## config.mk

```make
export PLATFORM = sky130hd
export DESIGN_NAME = uart_rx_cfg_flat
export DESIGN_NICKNAME = d
export VERILOG_FILES = /design/src/rtl/uart_pkg.sv /design/src/rtl/uart_rx_cfg_if.sv /design/src/rtl/uart_os_sampler.sv /design/src/rtl/uart_rx_cfg.sv /design/src/flat_wrapper.sv
export SDC_FILE = /design/constraint.sdc
export NUM_CORES = 1
export LEC_CHECK = 0
export CAP_MARGIN = 20
export CORE_UTILIZATION = 30
export CTS_CLUSTER_SIZE = 20
export DETAILED_ROUTE_END_ITERATION = 7
export PLACE_DENSITY = 0.5
export SETUP_SLACK_MARGIN = 0.1
export SLEW_MARGIN = 40
export SYNTH_ARGS = -nofsm -noshare
export SYNTH_HDL_FRONTEND = slang
export SYNTH_SLANG_ARGS = --single-unit
export TNS_END_PERCENT = 30
```

## constraint.sdc

```tcl
create_clock -name clk -period 4 [get_ports clk]
set_input_delay 0.4 -clock clk [delete_from_list [all_inputs] [get_ports clk]]
set_output_delay 0.4 -clock clk [all_outputs]
set_load 0.05 [all_outputs]
```

## src/rtl/uart_pkg.sv

```systemverilog
// Shared types and constants for the configurable UART receiver.
// The state list includes BREAK_WAIT; it is only entered when UART_RX_BREAK_EN is defined.
package uart_pkg;

  localparam int unsigned DATA_W_MAX     = 9;
  localparam int unsigned OVERSAMPLE_DEF = 16;
  localparam int unsigned MAJ_LO         = OVERSAMPLE_DEF / 2 - 1;

  typedef enum logic [1:0] {
    PAR_NONE = 2'b00,
    PAR_EVEN = 2'b01,
    PAR_ODD  = 2'b10
  } parity_mode_t;

  typedef enum logic [2:0] {
    IDLE,
    START,
    DATA,
    PARITY,
    STOP1,
    STOP2,
    BREAK_WAIT
  } rx_state_t;

  typedef struct packed {
    logic [DATA_W_MAX-1:0] data;
    logic                  parity_err;
    logic                  frame_err;
  } rx_word_t;

  function automatic int unsigned maj_lo(input int unsigned os);
    return os / 2 - 1;
  endfunction

  // Encoding 11 is reserved and behaves as no parity.
  function automatic parity_mode_t decode_parity(input logic [1:0] mode);
    case (mode)
      2'b01:   return PAR_EVEN;
      2'b10:   return PAR_ODD;
      default: return PAR_NONE;
    endcase
  endfunction

endpackage

```

## src/rtl/uart_rx_cfg_if.sv

```systemverilog
// Received-word delivery bus: valid/ready holding register with error flags and overrun pulse.
interface uart_rx_cfg_if #(
  parameter int unsigned DATA_BITS_MAX = 9
);
  logic [DATA_BITS_MAX-1:0] rx_data;
  logic                     rx_valid;
  logic                     rx_ready;
  logic                     rx_parity_err;
  logic                     rx_frame_err;
  logic                     rx_overrun;

  modport master (
    output rx_data, rx_valid, rx_parity_err, rx_frame_err, rx_overrun,
    input  rx_ready
  );

  modport slave (
    input  rx_data, rx_valid, rx_parity_err, rx_frame_err, rx_overrun,
    output rx_ready
  );
endinterface

```

## src/rtl/uart_os_sampler.sv

```systemverilog
// Line synchroniser, baud tick divider, per-bit tick index and 3-sample majority vote.
module uart_os_sampler
  import uart_pkg::*;
#(
  parameter int unsigned OVERSAMPLE = 16,
  parameter int unsigned DIV_W      = 16
) (
  input  logic             clk,
  input  logic             reset,
  input  logic             rx_line,
  input  logic [DIV_W-1:0] baud_div,
  input  logic             run,
  output logic             line_sync,
  output logic             fall_edge,
  output logic             tick,
  output logic             bit_strobe,
  output logic             bit_val
);
  localparam int unsigned IDX_W = $clog2(OVERSAMPLE);
  localparam int unsigned LO    = maj_lo(OVERSAMPLE);

  logic             sync1, sync2, line_prev;
  logic [DIV_W-1:0] div_cnt;
  logic [IDX_W-1:0] tick_idx;
  logic             samp0, samp1;

  assign line_sync  = sync2;
  assign fall_edge  = line_prev & ~sync2;
  assign tick       = run && (div_cnt == baud_div);
  assign bit_strobe = tick && (tick_idx == IDX_W'(LO + 2));
  assign bit_val    = (samp0 & samp1) | (samp0 & sync2) | (samp1 & sync2);

  always_ff @(posedge clk or posedge reset) begin
    if (reset) begin
      sync1     <= 1'b1;
      sync2     <= 1'b1;
      line_prev <= 1'b1;
      div_cnt   <= '0;
      tick_idx  <= '0;
      samp0     <= 1'b0;
      samp1     <= 1'b0;
    end else begin
      sync1     <= rx_line;
      sync2     <= sync1;
      line_prev <= sync2;
      if (!run) begin
        div_cnt  <= '0;
        tick_idx <= '0;
      end else if (tick) begin
        div_cnt  <= '0;
        tick_idx <= (tick_idx == IDX_W'(OVERSAMPLE - 1)) ? '0 : tick_idx + 1'b1;
        if (tick_idx == IDX_W'(LO))     samp0 <= sync2;
        if (tick_idx == IDX_W'(LO + 1)) samp1 <= sync2;
      end else begin
        div_cnt <= div_cnt + 1'b1;
      end
    end
  end
endmodule

```

## src/rtl/uart_rx_cfg.sv

```systemverilog
// Runtime-configurable UART receiver (5..9 data bits, parity, 1/2 stop bits).
// Optional break detection is enabled with the UART_RX_BREAK_EN macro.
module uart_rx_cfg
  import uart_pkg::*;
#(
  parameter int unsigned DATA_BITS_MAX = 9,
  parameter int unsigned OVERSAMPLE    = 16,
  parameter int unsigned DIV_W         = 16
) (
  input  logic             clk,
  input  logic             reset,
  input  logic             rx_line,
  input  logic [DIV_W-1:0] baud_div,
  input  logic [3:0]       data_bits,
  input  logic [1:0]       parity_mode,
  input  logic             stop_bits2,
  uart_rx_cfg_if.master    rx_if,
  output logic             rx_busy,
  output logic             rx_break
);
  localparam int unsigned HI_W = $clog2(OVERSAMPLE) + 1;

  rx_state_t             state_q, state_n;
  logic                  line_sync, fall_edge, tick, bit_strobe, bit_val;
  logic [3:0]            bit_cnt_q, cfg_bits_q, bits_clamped;
  parity_mode_t          cfg_par_q;
  logic                  cfg_stop2_q;
  logic [DATA_W_MAX-1:0] shift_q;
  logic                  par_acc_q, perr_q, ferr_q, zero_q;
  logic [HI_W-1:0]       hi_cnt_q;
  logic                  frame_done;
  rx_word_t              word_n;
`ifdef UART_RX_BREAK_EN
  logic                  break_det;
`endif

  uart_os_sampler #(
    .OVERSAMPLE(OVERSAMPLE),
    .DIV_W     (DIV_W)
  ) u_sampler (
    .clk       (clk),
    .reset     (reset),
    .rx_line   (rx_line),
    .baud_div  (baud_div),
    .run       (state_q != IDLE),
    .line_sync (line_sync),
    .fall_edge (fall_edge),
    .tick      (tick),
    .bit_strobe(bit_strobe),
    .bit_val   (bit_val)
  );

  always_comb begin
    bits_clamped = data_bits;
    if (data_bits < 4'd5)                 bits_clamped = 4'd5;
    if (data_bits > 4'(DATA_BITS_MAX))    bits_clamped = 4'(DATA_BITS_MAX);
  end

  always_ff @(posedge clk or posedge reset) begin
    if (reset) state_q <= IDLE;
    else       state_q <= state_n;
  end

  always_comb begin
    state_n    = state_q;
    frame_done = 1'b0;
`ifdef UART_RX_BREAK_EN
    break_det  = 1'b0;
`endif
    unique case (state_q)
      IDLE:   if (fall_edge) state_n = START;
      START:  if (bit_strobe) state_n = bit_val ? IDLE : DATA;
      DATA:   if (bit_strobe && (bit_cnt_q == cfg_bits_q - 4'd1))
                state_n = (cfg_par_q != PAR_NONE) ? PARITY : STOP1;
      PARITY: if (bit_strobe) state_n = STOP1;
      STOP1: begin
        if (bit_strobe) begin
`ifdef UART_RX_BREAK_EN
          if (zero_q && !bit_val) begin
            break_det = 1'b1;
            state_n   = BREAK_WAIT;
          end else
`endif
          if (cfg_stop2_q) begin
            state_n = STOP2;
          end else begin
            state_n    = IDLE;
            frame_done = 1'b1;
          end
        end
      end
      STOP2: begin
        if (bit_strobe) begin
          state_n    = IDLE;
          frame_done = 1'b1;
        end
      end
      BREAK_WAIT: if (tick && line_sync && hi_cnt_q == HI_W'(OVERSAMPLE - 1)) state_n = IDLE;
      default: state_n = IDLE;
    endcase
  end

  // The final stop bit's own sample is folded in here since completion is in the same cycle.
  always_comb begin
    word_n            = '0;
    word_n.data       = shift_q;
    word_n.parity_err = perr_q;
    word_n.frame_err  = ferr_q | ~bit_val;
  end

  always_ff @(posedge clk or posedge reset) begin
    if (reset) begin
      bit_cnt_q   <= '0;
      cfg_bits_q  <= 4'd8;
      cfg_par_q   <= PAR_NONE;
      cfg_stop2_q <= 1'b0;
      shift_q     <= '0;
      par_acc_q   <= 1'b0;
      perr_q      <= 1'b0;
      ferr_q      <= 1'b0;
      zero_q      <= 1'b0;
      hi_cnt_q    <= '0;
    end else begin
      if (state_q == IDLE && fall_edge) begin
        cfg_bits_q  <= bits_clamped;
        cfg_par_q   <= decode_parity(parity_mode);
        cfg_stop2_q <= stop_bits2;
        bit_cnt_q   <= '0;
        shift_q     <= '0;
        par_acc_q   <= 1'b0;
        perr_q      <= 1'b0;
        ferr_q      <= 1'b0;
        zero_q      <= 1'b1;
      end else if (bit_strobe) begin
        case (state_q)
          DATA: begin
            shift_q[bit_cnt_q] <= bit_val;
            bit_cnt_q          <= bit_cnt_q + 1'b1;
            par_acc_q          <= par_acc_q ^ bit_val;
            zero_q             <= zero_q & ~bit_val;
          end
          PARITY: begin
            perr_q <= (par_acc_q ^ bit_val) != (cfg_par_q == PAR_ODD);
            zero_q <= zero_q & ~bit_val;
          end
          STOP1, STOP2: ferr_q <= ferr_q | ~bit_val;
          default: ;
        endcase
      end
      if (state_q != BREAK_WAIT || !line_sync) hi_cnt_q <= '0;
      else if (tick)                           hi_cnt_q <= hi_cnt_q + 1'b1;
    end
  end

  always_ff @(posedge clk or posedge reset) begin
    if (reset) begin
      rx_if.rx_data       <= '0;
      rx_if.rx_valid      <= 1'b0;
      rx_if.rx_parity_err <= 1'b0;
      rx_if.rx_frame_err  <= 1'b0;
      rx_if.rx_overrun    <= 1'b0;
      rx_busy             <= 1'b0;
    end else begin
      rx_busy          <= (state_n != IDLE);
      rx_if.rx_overrun <= 1'b0;
      if (frame_done) begin
        if (!rx_if.rx_valid || rx_if.rx_ready) begin
          rx_if.rx_data       <= word_n.data[DATA_BITS_MAX-1:0];
          rx_if.rx_parity_err <= word_n.parity_err;
          rx_if.rx_frame_err  <= word_n.frame_err;
          rx_if.rx_valid      <= 1'b1;
        end else begin
          rx_if.rx_overrun <= 1'b1;
        end
      end else if (rx_if.rx_valid && rx_if.rx_ready) begin
        rx_if.rx_valid <= 1'b0;
      end
    end
  end

`ifdef UART_RX_BREAK_EN
  always_ff @(posedge clk or posedge reset) begin
    if (reset) rx_break <= 1'b0;
    else       rx_break <= break_det;
  end
`else
  assign rx_break = 1'b0;
`endif

endmodule

```

## src/flat_wrapper.sv

```systemverilog
// flat-port wrapper written by rule: the top's interface ports become plain ports
module uart_rx_cfg_flat import uart_pkg::*;
#(
  parameter int unsigned DATA_BITS_MAX = 9,
  parameter int unsigned OVERSAMPLE    = 16,
  parameter int unsigned DIV_W         = 16
)
  (clk, reset, rx_line, baud_div, data_bits, parity_mode, stop_bits2, rx_busy, rx_break, rx_if_rx_data, rx_if_rx_valid, rx_if_rx_parity_err, rx_if_rx_frame_err, rx_if_rx_overrun, rx_if_rx_ready);
  uart_rx_cfg_if #(.DATA_BITS_MAX(DATA_BITS_MAX)) rx_if_i ();
  input  logic clk;
  input  logic reset;
  input  logic rx_line;
  input  logic [DIV_W-1:0] baud_div;
  input  logic [3:0] data_bits;
  input  logic [1:0] parity_mode;
  input  logic stop_bits2;
  output logic rx_busy;
  output logic rx_break;
  output wire logic [$bits(rx_if_i.rx_data)-1:0] rx_if_rx_data;
  output wire logic [$bits(rx_if_i.rx_valid)-1:0] rx_if_rx_valid;
  output wire logic [$bits(rx_if_i.rx_parity_err)-1:0] rx_if_rx_parity_err;
  output wire logic [$bits(rx_if_i.rx_frame_err)-1:0] rx_if_rx_frame_err;
  output wire logic [$bits(rx_if_i.rx_overrun)-1:0] rx_if_rx_overrun;
  input wire logic [$bits(rx_if_i.rx_ready)-1:0] rx_if_rx_ready;
  assign rx_if_rx_data = rx_if_i.rx_data;
  assign rx_if_rx_valid = rx_if_i.rx_valid;
  assign rx_if_rx_parity_err = rx_if_i.rx_parity_err;
  assign rx_if_rx_frame_err = rx_if_i.rx_frame_err;
  assign rx_if_rx_overrun = rx_if_i.rx_overrun;
  assign rx_if_i.rx_ready = rx_if_rx_ready;
  uart_rx_cfg #(.DATA_BITS_MAX(DATA_BITS_MAX), .OVERSAMPLE(OVERSAMPLE), .DIV_W(DIV_W)) u_core (.clk(clk), .reset(reset), .rx_line(rx_line), .baud_div(baud_div), .data_bits(data_bits), .parity_mode(parity_mode), .stop_bits2(stop_bits2), .rx_if(rx_if_i), .rx_busy(rx_busy), .rx_break(rx_break));
endmodule
```

==> flow_summary.yaml, run 1 <==
die:
  dieArea_sq_um: 12920
  die_x_microns: 113.7
  core_sq_um: 12060
  num_rows: 40
  start_util_pct: 31.01
  die_h_microns: 113.7
  num_io_pins: 42
place:
  gp_congestion: 0.7790
  pre_cts_ws_ns: 0.8682
  dpl.cell_count: 565
  port_buffers: 40
  place_area_sq_um: 4332
  hpwl_mm: 5.405
sta:
  finalCritPeriodShare_pct: 68.99
  skew_ns: 0.009668
  grt_setup_unrepaired: "no"
  final_hold_viol_count: 0
  setup_viol: 0
  tightest_slew_ns: 0.6436
  slew_violations: 0
  slew_headroom_pct: 57.09
  period_minus_slack_ns: 2.760
  setup_tns_ns: 0
  setup_slack_ns: 1.240
  worst_hold_slack_ns: 0.3551
  max_freq_mhz: 362.4
routing:
  drt_first_iter_violations: 99
  drc: 0
  routed_wl_mm: 7.574
  final_antenna_net_count: 0
  routed-via-count: 2621
  vias_per_cell: 4.511
  dr.pass1.iters: 4
  avgRoutedWirePerCell_microns: 13.04
global_route:
  grt_max_degree: 71
  antenna_found_initial: 0
  grt.total_usage_pct: 13.03
  overflow: 0
  grt_pass1_vias: 2544
  grt_pass1_wl_mm: 12.99
synthesis:
  synth.avg_cell_area_sq_um: 10.36
  synthesis.nets: 399
  seq_area_frac_synth_pct: 46.97
  ys.warnings.count: 0
  synth_seq_cells: 70
  synth.distinct_cells: 46
  syn_area_sq_um: 3740
  syn_inst: 361
power_and_ir_drop:
  clkPwrFrac_pct: 43.9
  combPwrFrac_pct: 10.6
  ir_drop_mv: 0.1988
  p_leak_uw: 0.002092
  power.share.switching_pct: 24.57
  p_seq_share_pct: 45.5
  p_per_area_nw_per_um2: 395.4
  p_int_uw: 1382
  p_sw_uw: 450.3
finish:
  regArea_sq_um: 1757
  drive_above_1_share_pct: 12.59
  fillCellCount: 1173
  fin_cells: 581
  syn_to_final_growth_pct: 23.92
  multi_input_area_sq_um: 1871
  nets: 446
  post-route-cell-area_sq_um: 4634
  num_antenna_cells: 0
cts:
  ctsHoldBuffers: 0
  cts_resized: 0
  cts_tree: "yes"
  cts.sinks: 70
  max-clock-path-buffers: 2
  clkLatencyLatePin_ns: 0.33
  clockRootBuffer: "clkbuf_16"
  cts_buffers: 9
  cts_setup_buffers: 0
  clk_pin_slew_worst_paths_ns: 0.06
  h-tree-depth: 3
critical_path:
  required_ns: 4.21
  endpoint: "u_core.rx_if.rx_parity_err"
  crit_start: "baud_div[11]"
  worst-endpoint-arrival_ns: 2.97
  cp-end-kind: "register"
  critPathLaunchType: "input pin"
  r2r-end: "u_core.rx_if.rx_parity_err"
  path_max_fanout: 11
  r2r_cells: 6
  reg2reg_slack_ns: 1.31
  regToRegStartpoint: "u_core.u_sampler.div_cnt[11]"
  worstSetupPathType: "input pin to register"
min_path:
  hp-class: "register to register"
flow_run:
  maxCapViolations: 0
outcome:
  status: "finished, final reports clean"
[sequential cells by signal, indices dropped and copies added, names as in the netlist, 2 cells and up]
register and count:
u_core.bit_cnt_q 4, u_core.u_sampler.tick_idx 4, u_core.cfg_bits_q 4, u_core.shift_q 9
u_core.cfg_par_q 2, u_core.rx_if.rx_data 9, u_core.u_sampler.div_cnt 16, u_core.hi_cnt_q 5
u_core.state_q 3
[cell usage in the layout, fill, tap and decap left out, types with 3 or more instances in the layout]
| master | instances |
|---|---|
| clkbuf_16 | 9 |
| nor3_1 | 7 |
| or3_1 | 5 |
| nor2_1 | 35 |
| xor2_1 | 23 |
| nor4_2 | 4 |
| mux2_4 | 10 |
| o21ai_0 | 11 |
| nand3_1 | 18 |
| a21oi_1 | 13 |
| mux2i_1 | 12 |
| nand3b_1 | 5 |
| dfstp_2 | 4 |
| nor2b_1 | 6 |
| nand4_1 | 8 |
| mux2_2 | 4 |
| inv_1 | 13 |
| xnor2_1 | 15 |
| clkdlybuf4s50_1 | 40 |
| nand2b_1 | 7 |
| a31oi_1 | 4 |
| nand2_1 | 40 |
| ha_1 | 11 |
| dfrtp_1 | 66 |
| buf_4 | 4 |
| and2b_1 | 3 |
[cell type report]
class,instances,share of cell area (%)
sequential,70,37.90
clock buffer,13,5.616
tap,168,4.536
multi-input combinational,268,40.36
timing repair buffer,45,9.530
clock inverter,3,0.9179
inverter,14,1.134
[power by group through the flow]
| stage | logic [uW] | registers, uW | clock network, uW |
|---|---|---|---|
| 2_1_floorplan | 146 | 824 | 0 |
| 3_3_place_gp | 194 | 845 | 0 |
| 3_5_place_dp | 198 | 847 | 0 |
| 4_1_cts | 200 | 834 | 834 |
| 5_1_grt | 227 | 842 | 865 |
| 6_report | 195 | 833 | 804 |
[worst min-delay path by stage]
stage | slack [ns] | end | depth (start not counted) | from
global route | 0.36 | u_core.u_sampler.line_sync | 0 | u_core.u_sampler.sync1
floorplan | 0.35 | u_core.u_sampler.line_sync | 0 | u_core.u_sampler.sync1
detailed placement | 0.35 | u_core.u_sampler.line_sync | 0 | u_core.u_sampler.sync1
global placement | 0.35 | u_core.u_sampler.line_sync | 0 | u_core.u_sampler.sync1
CTS | 0.36 | u_core.u_sampler.line_sync | 0 | u_core.u_sampler.sync1
finish | 0.36 | u_core.u_sampler.line_sync | 0 | u_core.u_sampler.sync1
[critical path: stages]
cell,delay (ns)
clkdlybuf4s50_1,0.42
xor2_1,0.17
nor4_2,0.40
nand4_2,0.37
nor2_4,0.31
nand4_2,0.44
mux2_4,0.45
[routing by layer]
| layer | GRT usage [%] | wire length [microns] | up-vias | part of all wire [%] |
|---|---|---|---|---|
| li1 | - | - | 1329 | - |
| met1 | 19.38 | 3952 | 1247 | 52 |
| met2 | 18.01 | 3334 | 38 | 44 |
| met3 | 3.029 | 212 | 7 | 2.8 |
| met4 | 5.263 | 74 | 0 | 0.98 |
| met5 | 0 | 0 | - | 0 |
[synth_stat cells (all sizes together)]
master | number | area, sq um
a211oi | 1 | 7.510
a21oi | 13 | 65.06
a31oi | 4 | 25.02
and2 | 2 | 12.51
and2b | 3 | 22.52
and3 | 4 | 27.52
and4 | 2 | 17.52
buf | 7 | 52.54
clkbuf | 2 | 7.510
conb | 1 | 3.750
dfrtp | 66 | 1652
dfstp | 4 | 105.1
ha | 11 | 137.6
inv | 14 | 52.55
maj3 | 1 | 10.01
mux2 | 14 | 195.2
mux2i | 12 | 120.1
nand2 | 41 | 161.4
nand2b | 7 | 43.79
nand3 | 18 | 90.09
nand3b | 5 | 37.54
nand4 | 10 | 75.07
nand4b | 1 | 8.760
nand4bb | 1 | 11.26
nor2 | 36 | 142.6
nor2b | 6 | 37.54
nor3 | 7 | 35.03
nor3b | 1 | 12.51
nor4 | 6 | 92.59
nor4b | 1 | 8.760
o21ai | 11 | 55.05
o311ai | 1 | 8.760
o31ai | 2 | 15.01
or2b | 2 | 15.01
or3 | 5 | 31.28
or4 | 1 | 11.26
xnor2 | 15 | 131.4
xor2 | 23 | 201.4
[kinds of logic after synthesis]
family,count (synthesis),share of synthesized area [%]
AO/OA/AOI/OAI,32,4.717
XOR/XNOR,38,8.899
adder cells (fa/ha/maj),12,3.948
buffers and inverters,23,3.011
flip-flops,70,46.97
multiplexers,26,8.431
other,1,0.1003
AND/OR/NAND/NOR,159,23.92
[stage by stage]
stage,utilization (%),total power (uW)
floorplan,-,970.3
global placement,35.88,1038
detailed placement,35.91,1045
CTS,38.42,1868
global route,38.42,1934
finish,38.42,1832
No activity file was read; power rests on OpenSTA's default activity.
==> run 2: changes to the inputs <==
Clock period 4 ns to 2.6 ns, I/O delays scaled along.
==> flow_summary.yaml, run 2 (same netlist as run 1, synthesis figures left out) <==
finish:
  fin_cells: 590
  final_cell_mix: "66 x dfrtp_1, 40 x nand2_1, 40 x clkdlybuf4s50_1"
  num_antenna_cells: 0
  syn_to_final_growth_pct: 26.30
  largest_reg_flops: 16
  largest_register: "u_core.u_sampler.div_cnt"
  largestRegisters: "u_core.u_sampler.div_cnt (16), u_core.rx_if.rx_data (9), u_core.shift_q (9)"
  nets: 455
  layout_commonest_cell: "dfrtp_1"
  finish.utilization_pct: 39.16
  drive_above_1_share_pct: 14.69
cts:
  cts_setup_buffers: 0
  cts_resized: 0
  ctsHoldBuffers: 0
  cts_buffers: 9
  cts.sinks: 70
  h-tree-depth: 3
  cts_tree: "yes"
  clockRootBuffer: "clkbuf_16"
  clkLatencyLatePin_ns: 0.33
  max-clock-path-buffers: 2
  clk_pin_slew_worst_paths_ns: 0.06
critical_path:
  worstSetupPathType: "register to register"
  crit_chain: "xor2_1 -> nor4_2 -> nand4_2 -> buf_4 -> nor4_4 -> nand4_1 -> mux2i_1"
  path_max_fanout: 12
  worst-endpoint-arrival_ns: 2.52
  cp-end-kind: "register"
  required_ns: 2.81
  crit_path_top_delay_cell: "dfrtp_1"
  critPathLaunchType: "register"
  critPathMaxStageDelay_ns: 0.44
die:
  num_io_pins: 42
  start_util_pct: 31.01
  dieArea_sq_um: 12920
  core_sq_um: 12060
  die_x_microns: 113.7
  num_rows: 40
  die_h_microns: 113.7
routing:
  dr.pass1.iters: 4
  final_antenna_net_count: 0
  vias_per_cell: 4.480
  routed_wl_mm: 7.640
  drt_first_iter_violations: 112
  avgRoutedWirePerCell_microns: 12.95
  routed-via-count: 2643
  drc: 0
sta:
  slew_violations: 0
  setup_viol: 0
  grt_setup_unrepaired: "no"
  max_freq_mhz: 433.8
  final_hold_viol_count: 0
  skew_ns: 0.004886
  setup_tns_ns: 0
  period_minus_slack_ns: 2.305
  tightest_slew_ns: 0.4968
  slew_headroom_pct: 66.78
  finalCritPeriodShare_pct: 88.67
place:
  port_buffers: 40
  hpwl_mm: 5.592
  gp_congestion: 0.7849
  dpl.cell_count: 574
global_route:
  grt_pass1_wl_mm: 13.05
  grt_pass1_vias: 2585
  antenna_found_initial: 0
  grt.total_usage_pct: 13.04
  grt_max_degree: 71
  overflow: 0
min_path:
  hp-class: "input pin to asynchronous set/reset pin"
power_and_ir_drop:
  p_leak_uw: 0.002147
  ir_drop_mv: 0.2182
  p_per_area_nw_per_um2: 609.9
outcome:
  status: "finished, final reports clean"
flow_run:
  maxCapViolations: 0
==> run 2: changes by cell type in the layout (fill, tap and decap cells not counted) <==
| cell | delta |
|---|---|
| clkbuf_8 | -2 |
| clkbuf_1 | -1 |
| buf_6 | -1 |
| clkinv_2 | +1 |
| bufinv_16 | +1 |
| buf_12 | +1 |
| buf_4 | +9 |
| clkinv_4 | +1 |
==> run 2: worst paths after layout <==
check                           depth (start not counted)                           to  slack (ns)                         start
max in group asynchronous                               3         u_core.cfg_bits_q[3]        1.91                         reset
worst max-delay path                                    7          u_core.bit_cnt_q[3]        0.29  u_core.u_sampler.div_cnt[11]
worst max register to register                          7          u_core.bit_cnt_q[3]        0.29  u_core.u_sampler.div_cnt[11]
min in group clk                                        1       u_core.u_sampler.sync1        0.34                       rx_line
worst min-delay path                                    3  u_core.u_sampler.div_cnt[4]        0.33                         reset
worst min register to register                          0   u_core.u_sampler.line_sync        0.35        u_core.u_sampler.sync1
==> run 2: worst max-delay path, delay by kind of cell, from the launching register on <==
family / cells / cell delay [ns]
muxes: 1 / 0.14
DFF: 1 / 0.44
buffers and inverters: 1 / 0.26
xor gates and xnor gates: 1 / 0.17
and+or+nand+nor: 4 / 1.18
==> run 2: routing by layer <==
| metal | global-route usage [%] | share of wire (%) | wire length (microns) | up-vias |
|---|---|---|---|---|
| met5 | 0 | 0 | 0 | - |
| met4 | 5.789 | 1.8 | 134 | 0 |
| met3 | 2.179 | 3.8 | 287 | 10 |
| met2 | 18.94 | 43 | 3251 | 47 |
| met1 | 18.99 | 52 | 3967 | 1230 |
| li1 | - | - | - | 1356 |
==> run 2: cell type report <==
type,instances,area (sq um)
Clock buffer,10,229.0
Clock inverter,6,86.33
Fill cell,1218,7338
Inverter,14,52.55
Multi-Input combinational cell,268,1871
Sequential cell,70,1757
Tap cell,168,210.2
Timing Repair Buffer,54,518.0
==> run 2: stage by stage <==
step	area, sq um	power (uW)	setup slack (ns)	hold slack, ns
finish	4723	2881	0.2946	0.3327
CTS	4723	2928	0.2734	0.3267
floorplan	3740	1493	0.5469	0.2645
global placement	4408	1604	0.01445	0.3463
global route	4723	3025	0.1644	0.3279
detailed placement	4408	1612	0.01359	0.3468
==> run 2: report_power, final <==
part | leakage [uW] | switching [uW] | internal, uW
combinational | 0.00109 | 148 | 160
clock | 0.000152 | 458 | 838
sequential | 0.000904 | 100 | 1180
